[src/rtl/hd_cmd_parser.sv]
// HD63484 host command parser: pops an opcode and its parameter words from the
// command FIFO and presents one complete command to the drawing engine.
// Optional starvation timeout in PARAM is enabled with `define HD_CMD_TIMEOUT_EN.
//
// Handshake: cmd_valid is held with every cmd_* output stable until the cycle
// cmd_ready=1 is seen at a clock edge; abort=1 overrides cmd_ready and any pop.
module hd_cmd_parser #(
    parameter int MAX_PARAMS = 3,
    parameter int TIMEOUT    = 255
) (
    input  logic                      clk,
    input  logic                      rst,
    input  logic                      fifo_empty,
    input  logic [15:0]               fifo_data,
    output logic                      fifo_rd,
    input  logic                      abort,
    output logic                      cmd_valid,
    input  logic                      cmd_ready,
    output logic [15:0]               cmd_word,
    output logic [5:0]                cmd_opcode,
    output logic [1:0]                cmd_nparams,
    output logic [16*MAX_PARAMS-1:0]  cmd_params,
    output logic                      cmd_unknown,
    output logic                      busy,
    output logic                      timeout_err,
    output logic [1:0]                dbg_state
);

    typedef enum logic [1:0] {
        S_IDLE  = 2'd0,
        S_PARAM = 2'd1,
        S_ISSUE = 2'd2
    } state_t;

    state_t state, state_nxt;

    logic [15:0]                  word_q;
    logic [1:0]                   n_q;
    logic                         unk_q;
    logic [1:0]                   cnt_q;
    logic [MAX_PARAMS-1:0][15:0]  params_q;

    logic       pop;
    logic       to_hit;
    logic [1:0] dec_n;
    logic       dec_unk;

    // Returns {unknown, parameter count} for an opcode.
    function automatic logic [2:0] decode(input logic [5:0] op);
        case (op)
            6'h01:                           decode = {1'b0, 2'd2};
            6'h02:                           decode = {1'b0, 2'd1};
            6'h16:                           decode = {1'b0, 2'd3};
            6'h20, 6'h21, 6'h22,
            6'h23, 6'h24, 6'h25:             decode = {1'b0, 2'd2};
            6'h29:                           decode = {1'b0, 2'd1};
            6'h2A:                           decode = {1'b0, 2'd3};
            6'h33:                           decode = {1'b0, 2'd0};
            default:                         decode = {1'b1, 2'd0};
        endcase
    endfunction

    assign {dec_unk, dec_n} = decode(fifo_data[15:10]);

    // Reset is folded in so that no word is consumed while the block is held in reset.
    assign pop = ((state == S_IDLE) || (state == S_PARAM)) &&
                 !fifo_empty && !abort && !rst;

`ifdef HD_CMD_TIMEOUT_EN
    localparam int TW = (TIMEOUT < 1) ? 1 : $clog2(TIMEOUT + 1);

    logic [TW-1:0] to_cnt;

    assign to_hit = (state == S_PARAM) && fifo_empty && !abort &&
                    (to_cnt == TW'(TIMEOUT));

    // Cleared whenever outside PARAM, so every entry to PARAM starts from zero.
    always_ff @(posedge clk or posedge rst) begin
        if (rst) begin
            to_cnt <= '0;
        end else if ((state != S_PARAM) || pop || to_hit) begin
            to_cnt <= '0;
        end else if (fifo_empty) begin
            to_cnt <= to_cnt + 1'b1;
        end
    end
`else
    assign to_hit = 1'b0;
`endif

    // State register
    always_ff @(posedge clk or posedge rst) begin
        if (rst) begin
            state <= S_IDLE;
        end else begin
            state <= state_nxt;
        end
    end

    // Next-state logic
    always_comb begin
        state_nxt = state;
        if (abort || to_hit) begin
            state_nxt = S_IDLE;
        end else begin
            case (state)
                S_IDLE: begin
                    if (pop) begin
                        state_nxt = (dec_n == 2'd0) ? S_ISSUE : S_PARAM;
                    end
                end
                S_PARAM: begin
                    if (pop && (cnt_q == (n_q - 2'd1))) begin
                        state_nxt = S_ISSUE;
                    end
                end
                S_ISSUE: begin
                    if (cmd_ready) begin
                        state_nxt = S_IDLE;
                    end
                end
                default: state_nxt = S_IDLE;
            endcase
        end
    end

    // Output logic
    always_comb begin
        fifo_rd     = 1'b0;
        cmd_valid   = 1'b0;
        busy        = 1'b0;
        timeout_err = 1'b0;
        fifo_rd     = pop;
        cmd_valid   = (state == S_ISSUE);
        busy        = (state != S_IDLE);
        timeout_err = to_hit;
    end

    // Command datapath: opcode pop starts a fresh command, parameter pops fill slots.
    always_ff @(posedge clk or posedge rst) begin
        if (rst) begin
            word_q   <= 16'h0000;
            n_q      <= 2'd0;
            unk_q    <= 1'b0;
            cnt_q    <= 2'd0;
            params_q <= '0;
        end else if (pop && (state == S_IDLE)) begin
            word_q   <= fifo_data;
            n_q      <= dec_n;
            unk_q    <= dec_unk;
            cnt_q    <= 2'd0;
            params_q <= '0;
        end else if (pop && (state == S_PARAM)) begin
            for (int k = 0; k < MAX_PARAMS; k++) begin
                if (int'(cnt_q) == k) begin
                    params_q[k] <= fifo_data;
                end
            end
            cnt_q <= cnt_q + 2'd1;
        end
    end

    assign cmd_word    = word_q;
    assign cmd_opcode  = word_q[15:10];
    assign cmd_nparams = n_q;
    assign cmd_unknown = unk_q;
    assign cmd_params  = params_q;
    assign dbg_state   = state;

endmodule

[config.mk]
export PLATFORM = sky130hd
export DESIGN_NAME = hd_cmd_parser
export DESIGN_NICKNAME = d
export VERILOG_FILES = /design/src/rtl/hd_cmd_parser.sv
export SDC_FILE = /design/constraint.sdc
export NUM_CORES = 1
export LEC_CHECK = 0
export ABC_AREA = 0
export BUFFER_PORTS_ARGS = -buffer_cell sky130_fd_sc_hd__buf_2
export CORE_MARGIN = 2
export CORE_UTILIZATION = 50
export CTS_CLUSTER_SIZE = 8
export DETAILED_ROUTE_END_ITERATION = 16
export GPL_ROUTABILITY_DRIVEN = 0
export PLACE_DENSITY = 0.81
export SLEW_MARGIN = 25
export SYNTH_ARGS = -nofsm -noshare
export SYNTH_HDL_FRONTEND = slang
export SYNTH_SLANG_ARGS = --single-unit
[constraint.sdc]
create_clock -name clk -period 2.86 [get_ports clk]
set_input_delay 0.572 -clock clk [delete_from_list [all_inputs] [get_ports clk]]
set_output_delay 0.572 -clock clk [all_outputs]
set_load 0.01 [all_outputs]
==> results of run 1 <==
-- cells by family (layout without fill, tap and decap cells) --
| logic type | count (synthesis) | after routing | synth area share |
|---|---|---|---|
| compound gates | 69 | 69 | 0.128 |
| xor+xnor | 2 | 2 | 0.00588 |
| fa+ha+maj | 4 | 4 | 0.0164 |
| buf+inv | 32 | 121 | 0.0605 |
| flops | 71 | 71 | 0.597 |
| mux | 1 | 1 | 0.00336 |
| other cells | 1 | 1 | 0.00126 |
| simple gates | 132 | 132 | 0.188 |
-- routing by layer --
metal  share of wire  up-vias  track usage  wire (um)
met5               0        -            0          0
met4           0.014        0       0.0678        100
met3           0.068       10       0.0522        478
met2            0.48      102        0.363       3340
met1            0.44     1168        0.304       3070
li1                -     1185            -          -
-- power by group --
group / internal [mW] / switching (mW) / leakage (nW)
clock: 0.303 / 0.335 / 0.0761
combinational: 0.244 / 0.361 / 0.977
sequential: 1.20 / 0.114 / 0.898
-- synthesized netlist by cell type --
master and number:
buf_2 3, o21ai_0 55, and2_1 1, o31ai_1 1, dfrtp_1 71, nand2b_1 2
buf_4 11, o21ai_1 2, o211ai_1 1, nor4_2 1, nor2_1 4, xnor2_1 1
ha_1 3, inv_1 6, conb_1 1, a31oi_1 1, xor2_1 1, nand4_1 1
nor3b_1 1, nand2_2 1, buf_6 2, a211o_1 1, nor4b_1 3, maj3_2 1
or2_2 1, o41ai_2 1, a32o_1 1, a21oi_1 3, a31o_2 1, and3_1 1
nor2b_1 1, a22oi_1 1, nand4b_1 2, clkbuf_1 10, mux2i_1 1, nand2_1 112
nor4bb_1 1, o22a_1 1
-- stage by stage --
step | std cells | setup slack, ns | utilization | hold WS (ns)
global route | 476 | 0.653 | 0.618 | 0.363
CTS | 476 | 0.815 | 0.617 | 0.349
finish | 476 | 0.822 | 0.618 | 0.330
floorplan | 312 | 0.491 | - | 0.511
detailed placement | 462 | 0.657 | 0.592 | 0.464
global placement | 462 | 0.717 | 0.590 | 0.453
-- registers in the layout (all words and copies together) (netlist names) --
| register | count |
|---|---|
| cnt_q | 2 |
| cmd_unknown | 1 |
| cmd_word | 16 |
| dbg_state | 2 |
| cmd_params | 48 |
| cmd_nparams | 2 |
-- worst max-delay path by stage --
stage | startpoint | to | slack (ns) | cells after the start
after CTS | dbg_state[1] | fifo_rd | 0.82 | 3
after detailed placement | fifo_empty | cmd_params[20] | 0.66 | 6
after global routing | dbg_state[1] | cmd_params[7] | 0.65 | 5
after global placement | fifo_empty | cmd_params[29] | 0.72 | 6
final | dbg_state[1] | fifo_rd | 0.82 | 3
after floorplan | rst | cmd_nparams[0] | 0.49 | 1
-- cells in the final DEF, fill, tap and decap left out, drive strengths merged, types with 3 or more instances in the layout --
cell and instances:
ha 3, nor2 4, inv 6, dfrtp 71
nand2 113, o21ai 57, clkbuf 12, nor4b 3
buf 101, a21oi 3
-- worst min-delay path, stage by stage --
cell and delay [ns]:
buf_2 0.12, inv_2 0.06, buf_12 0.31
-- area by class of cell --
class                      instances  area [um2]  share of cell area
sequential                        71        1780               0.491
clock inverter                     2        10.0             0.00277
timing repair buffer             101         526               0.145
inverter                           6        22.5             0.00622
multi-input combinational        209        1050               0.291
clock buffer                      12         135              0.0373
tap                               75        93.8              0.0259
==> out/qor.yml, run 1 <==
layout:
  area_growth_pct: 21.5
  fillerInstances: 499
  num-nets-final: 422
  drive_gt1_frac: 0.304
  diodes: 0
  fin_area_um2: 3620
setup_path:
  r2r_slack_ns: 0.86
  cp_max_fo: 11
  cp_cell_sequence: "nor4_2 > buf_4 > buf_2"
  regToRegEndpoint: "cmd_params[20]"
  critical_path_arrival_ns: 1.47
  critPathMaxStageDelay_ns: 0.45
  worstPathRequired_ns: 2.29
  cp_top_family: "flip-flops"
  path_buf_inv: 2
  start_kind: "flop"
  ff2ff_path_depth: 5
  r2r_start: "dbg_state[1]"
  criticalPathCategory: "flop to primary output"
  cp-end-kind: "primary output"
  slowest_stage: "dfrtp_1"
synthesis:
  yosysTopAreaCell: "dfrtp_1"
  syn_area_per_cell_um2: 9.54
  yosysUniqueCellTypes: 38
  synthCells: 312
  syn_area_um2: 2980
  synth_area_leaders: "dfrtp_1 60%, nand2_1 14%, o21ai_0 9.2%, buf_4 2.8%, clkbuf_1 1.3%"
  yosys_register_bits: 71
  synth_top_area_frac: 0.597
  syn_nets: 336
  synth_warnings: 0
  ys_seq_area_frac: 0.597
sta:
  setup_tns_ns: 0
  layout_min_cycle_time_ns: 2.04
  finalSetupViolCount: 0
  slew_viol_final: 0
  finalHoldViolations: 0
  period_share: 0.712
  fmax_mhz: 491
  slew_headroom: 0.501
  grt_setup_unrepaired: "no"
  tightest_slew_ns: 0.745
  worst_clock_skew_ns: 0.00504
clock_tree:
  cts.sinks: 71
  cts_setup_buffers: 0
  clockBufferDepth: 2
  cts_tree: "yes"
  cts_buffers: 9
  ctsResizeCount: 0
  path_clk_slew_ns: 0.07
  postCtsHoldBufs: 0
  cts_max_level: 3
  cts_root_buf: "clkbuf_8"
  clkLatencyLatePin_ns: 0.33
global_routing:
  grt_usage: 0.225
  grt_first_pass_wirelength_um: 11100
  first_global_vias: 2299
  gr-total-overflow: 0
  antenna_found_initial: 0
  grt_max_degree: 72
floorplanning:
  die_area_um2: 6590
  die_y_um: 81.2
  rows: 28
  io_pins: 100
  die_w_um: 81.2
  initial_utilization: 0.509
  coreArea_um2: 5850
run_status:
  status: "completed"
power_and_ir_drop:
  peakVddDrop_mv: 0.514
  power_mw: 2.55
  p_per_area_nw_per_um2: 705
  p_leak_nw: 1.95
placement:
  numPortBuffers: 98
  placed_area_um2: 3470
  dp_hpwl_um: 5020
drt:
  drc: 0
  vias_per_cell: 5.18
  drt-total-wl_um: 6990
  first_pass_iters: 4
  ant_nets: 0
  first_iter_violations: 102
  wl_per_cell_um: 14.7
  vias: 2465
min_path:
  hold_class: "primary input to asynchronous set/reset pin"
job:
  drv_cap: 0
No activity file was read; power rests on OpenSTA's default activity.
==> run 2: changes to the inputs <==
Clock period 2.86 ns to 2.1 ns, I/O delays scaled along.
==> out/qor.yml, run 2 (synthesized netlist as in run 1, its figures left out) <==
layout:
  multi_input_area_um2: 1050  # unchanged
  largest_reg_flops: 48  # unchanged
  final_cell_mix: "112 x nand2_1, 98 x buf_2, 71 x dfrtp_1"
  num-nets-final: 426  # +0.95%
  fillerInstances: 484  # -3.0%
  stdcell_count: 482  # +1.3%
  seq_area_um2: 1780  # unchanged
  diodes: 0  # unchanged
  area_growth_pct: 26.1
  layout_commonest_cell: "nand2_1"
  drive_gt1_frac: 0.319  # +0.0152
setup_path:
  r2r_start: "dbg_state[1]"
  criticalPathCategory: "flop to primary output"
  critical_path_arrival_ns: 1.56  # +0.09 ns
  cp-end-kind: "primary output"
  regToRegEndpoint: "cmd_params[35]"
  worstPathRequired_ns: 1.68  # -0.61 ns
  ff2ff_path_depth: 5  # unchanged
  r2r_slack_ns: 0.21  # -0.65 ns
  start_kind: "flop"
  cp_max_fo: 8  # -3
sta:
  grt_setup_unrepaired: "no"
  slew_viol_final: 0  # unchanged
  finalWorstSetupSlack_ns: 0.123  # -0.700 ns
  period_share: 0.942
  hold_ws_ns: 0.143  # -0.187 ns
  layout_min_cycle_time_ns: 1.98
  finalHoldViolations: 0  # unchanged
  slew_headroom: 0.511  # +0.00962
  tightest_slew_ns: 0.731  # -0.0144 ns
  finalSetupViolCount: 0  # unchanged
  setup_tns_ns: 0  # unchanged
  fmax_mhz: 506
  worst_clock_skew_ns: 0.00918  # +0.00414 ns
power_and_ir_drop:
  p_int_mw: 2.75  # +58%
  power.switching_fraction: 0.292  # -0.0255
  peakVddDrop_mv: 0.482  # -6.1%
  p_leak_nw: 2.01  # +3.2%
  p_seq_frac: 0.456  # -0.057
  p_per_area_nw_per_um2: 1030  # +47%
  combinationalPowerShare: 0.214  # -0.023
  switching_power_mw: 1.13  # +40%
  clkPwrFrac: 0.330  # +0.080
clock_tree:
  cts_buffers: 9  # unchanged
  cts_root_buf: "clkbuf_8"
  cts.sinks: 71  # unchanged
  path_clk_slew_ns: 0.08  # about the same
  clkLatencyLatePin_ns: 0.34  # about the same
  ctsResizeCount: 0  # unchanged
  clockBufferDepth: 2  # unchanged
  cts_tree: "yes"
  cts_setup_buffers: 0  # unchanged
  cts_max_level: 3  # unchanged
  postCtsHoldBufs: 0  # unchanged
floorplanning:
  io_pins: 100  # unchanged
  coreArea_um2: 5850  # unchanged
  die_y_um: 81.2  # unchanged
  die_w_um: 81.2  # unchanged
  die_area_um2: 6590  # unchanged
  initial_utilization: 0.509  # unchanged
  rows: 28  # unchanged
drt:
  wl_per_cell_um: 14.6  # -0.91%
  drt-total-wl_um: 7020  # +0.34%
  vias_per_cell: 5.14  # -0.80%
  first_pass_iters: 4  # unchanged
  ant_nets: 0  # unchanged
  vias: 2476  # +0.45%
  drc: 0  # unchanged
  first_iter_violations: 164  # +61%
global_routing:
  antenna_found_initial: 0  # unchanged
  grt_max_degree: 37  # -49%
  first_global_vias: 2378  # +3.4%
  grt_first_pass_wirelength_um: 11200  # +0.86%
  grt_usage: 0.225  # +0.000323
  gr-total-overflow: 0  # unchanged
run_status:
  status: "completed"
placement:
  dp_hpwl_um: 5010  # -0.10%
  numPortBuffers: 98  # unchanged
  dp_cells: 466  # +0.87%
  dpl_worst_slack_ns: 0.0793  # -0.578 ns
job:
  drv_cap: 0  # unchanged
min_path:
  hold_class: "primary input to asynchronous set/reset pin"
[run 2: power by group through the flow]
stage | sequential (mW) | combinational [mW] | clock [mW]
after floorplan | 1.92 | 0.337 | 0
after global placement | 1.79 | 0.810 | 0
after detailed placement | 1.80 | 0.839 | 0
after CTS | 1.77 | 0.843 | 1.30
after global routing | 1.80 | 0.944 | 1.37
final | 1.77 | 0.830 | 1.28
[run 2: layout make-up]
class                   count  area share
repair buffers            105       0.151
multi-input cells         209       0.281
clock inverters             6      0.0290
flip-flops and latches     71       0.473
well taps                  75      0.0250
inverters                   6     0.00700
clock buffers              10      0.0340
[run 2: how the worst max path moves through the flow]
stage,from,slack [ns],cells after the start,to
4_1_cts,cnt_q[0],0.09,4,cmd_params[12]
2_1_floorplan,fifo_data[11],0.47,5,dbg_state[0]
5_1_grt,dbg_state[1],0.01,2,fifo_rd
6_report,dbg_state[1],0.12,2,fifo_rd
3_3_place_gp,fifo_empty,0.18,6,cmd_params[47]
3_5_place_dp,fifo_empty,0.08,6,cmd_params[11]
[run 2: stage by stage]
step	utilization	instance area [um2]	power, mW
final	0.642	3760	3.89
after floorplan	-	2980	2.25
after global placement	0.598	3500	2.60
after global routing	0.642	3760	4.11
after detailed placement	0.599	3500	2.64
after CTS	0.639	3740	3.92
[run 2: critical path, stage by stage, from the launching register on]
cell and delay [ns]:
dfrtp_1 0.46, nor4_2 0.53, buf_2 0.23
[run 2: routing by layer]
| metal | vias up | part of all wire | track usage |
|---|---|---|---|
| li1 | 1197 | - | - |
| met1 | 1174 | 0.42 | 0.291 |
| met2 | 96 | 0.50 | 0.374 |
| met3 | 9 | 0.067 | 0.0467 |
| met4 | 0 | 0.010 | 0.0847 |
| met5 | - | 0 | 0 |
==> run 3: changes to the inputs <==
Settings changed: MAX_ROUTING_LAYER set to met4, REMOVE_ABC_BUFFERS set to 1.
==> out/qor.yml, run 3 (synthesized netlist as in run 1, its figures left out) <==
run_status:
  status: "completed"
layout:
  fillerInstances: 477  # -1.4%
  drive_gt1_frac: 0.322  # +0.00246
  num-nets-final: 426  # unchanged
  layout_commonest_cell: "nand2_1"
  largest_reg_flops: 48  # unchanged
  diodes: 0  # unchanged
  final_cell_mix: "112 x nand2_1, 98 x buf_2, 71 x dfrtp_1"
  area_growth_pct: 25.7
global_routing:
  grt_first_pass_wirelength_um: 10800  # -3.3%
  grt_usage: 0.222  # -0.00298
  grt_max_degree: 72  # +95%
  first_global_vias: 2243  # -5.7%
  gr-total-overflow: 0  # unchanged
  antenna_found_initial: 0  # unchanged
floorplanning:
  rows: 28  # unchanged
  io_pins: 100  # unchanged
  initial_utilization: 0.509  # unchanged
  die_area_um2: 6590  # unchanged
  die_y_um: 81.2  # unchanged
  die_w_um: 81.2  # unchanged
  coreArea_um2: 5850  # unchanged
clock_tree:
  clkLatencyLatePin_ns: 0.33  # about the same
  cts.sinks: 71  # unchanged
  cts_max_level: 3  # unchanged
  cts_tree: "yes"
  postCtsHoldBufs: 0  # unchanged
  cts_root_buf: "clkbuf_8"
  cts_buffers: 9  # unchanged
  ctsResizeCount: 0  # unchanged
  clockBufferDepth: 2  # unchanged
  path_clk_slew_ns: 0.08  # about the same
  cts_setup_buffers: 0  # unchanged
setup_path:
  regToRegEndpoint: "cmd_params[8]"
  criticalPathCategory: "flop to primary output"
  ff2ff_path_depth: 6  # +1
  crit_start: "dbg_state[1]"
  r2r_slack_ns: 0.26  # +0.05 ns
  cp_max_fo: 10  # +2
  critical_path_arrival_ns: 1.58  # +0.02 ns
  crit_path_end: "fifo_rd"
  worstPathRequired_ns: 1.68  # about the same
  r2r_start: "dbg_state[1]"
  cp-end-kind: "primary output"
  start_kind: "flop"
sta:
  period_share: 0.952  # +0.0101
  tightest_slew_ns: 0.766  # +0.0346 ns
  finalWorstSetupSlack_ns: 0.102  # -0.0212 ns
  layout_min_cycle_time_ns: 2.00  # +0.0212 ns
  slew_headroom: 0.488  # -0.0231
  slew_viol_final: 0  # unchanged
  setup_tns_ns: 0  # unchanged
  grt_setup_unrepaired: "no"
  finalSetupViolCount: 0  # unchanged
  worst_clock_skew_ns: 0.00791  # -0.00127 ns
  finalHoldViolations: 0  # unchanged
  fmax_mhz: 500  # -1.1%
drt:
  ant_nets: 0  # unchanged
  drt-total-wl_um: 6640  # -5.3%
  first_pass_iters: 5  # +1
  drc: 0  # unchanged
  first_iter_violations: 153  # -6.7%
  wl_per_cell_um: 13.8  # -5.3%
  vias: 2484  # +0.32%
  vias_per_cell: 5.15  # +0.32%
power_and_ir_drop:
  switching_power_mw: 1.17  # +3.5%
  clkPwrFrac: 0.320  # -0.010
  power.switching_fraction: 0.307  # +0.0153
  p_per_area_nw_per_um2: 1020  # -1.4%
  peakVddDrop_mv: 0.573  # +19%
  combinationalPowerShare: 0.214  # about the same
  p_leak_nw: 2.01  # about the same
  p_int_mw: 2.65  # -3.8%
  p_seq_frac: 0.466  # +0.010
min_path:
  hold_class: "primary input to asynchronous set/reset pin"
job:
  drv_cap: 0  # unchanged
placement:
  numPortBuffers: 98  # unchanged
  dp_hpwl_um: 4690  # -6.4%
  dpl_worst_slack_ns: 0.0405  # -0.0389 ns
-- run 3: critical path, stage by stage, from the launching register on --
cell and delay [ns]:
dfrtp_1 0.46, nor4_2 0.46, buf_12 0.20, buf_2 0.13
-- run 3: layout make-up --
| type | count | area [um2] | area share |
|---|---|---|---|
| multi-input cells | 209 | 1050 | 0.282 |
| clock inverters | 7 | 104 | 0.0277 |
| inverters | 6 | 22.5 | 0.00602 |
| well taps | 75 | 93.8 | 0.0251 |
| repair buffers | 105 | 568 | 0.152 |
| clock buffers | 9 | 124 | 0.0331 |
| flip-flops and latches | 71 | 1780 | 0.475 |
-- run 3: worst min path at each step --
stage | endpoint | slack [ns] | cells past startpoint | from
floorplan | cmd_word[0] | 0.51 | 2 | cmd_word[0]
global placement | cmd_word[2] | 0.45 | 2 | cmd_word[2]
detailed placement | cmd_unknown | 0.46 | 2 | cmd_unknown
CTS | cmd_params[26] | 0.19 | 3 | rst
global route | cmd_params[34] | 0.22 | 3 | rst
finish | cmd_nparams[0] | 0.17 | 3 | rst
-- run 3: routing by layer --
layer / vias up / wire [um] / track usage
met4: 0 / 44 / 0.0831
met3: 6 / 517 / 0.0444
li1: 1205 / - / -
met1: 1163 / 2980 / 0.295
met2: 110 / 3100 / 0.340
met5: - / 0 / -
-- run 3: stage by stage --
stage          std cells  power [mW]  hold WS [ns]  cell area (um2)  utilization
6_report             482        3.82         0.173             3740        0.640
5_1_grt              482        4.05         0.216             3740        0.640
4_1_cts              482        3.86         0.194             3740        0.639
3_5_place_dp         466        2.64         0.457             3510        0.600
3_3_place_gp         466        2.60         0.452             3490        0.597
2_1_floorplan        286        2.20         0.514             2820            -
-- run 3: power groups by stage --
| stage | clock network (mW) | logic (mW) | registers [mW] |
|---|---|---|---|
| after global routing | 1.31 | 0.933 | 1.81 |
| final | 1.22 | 0.818 | 1.78 |
| after global placement | 0 | 0.798 | 1.80 |
| after detailed placement | 0 | 0.828 | 1.81 |
| after CTS | 1.24 | 0.831 | 1.78 |
| after floorplan | 0 | 0.269 | 1.93 |
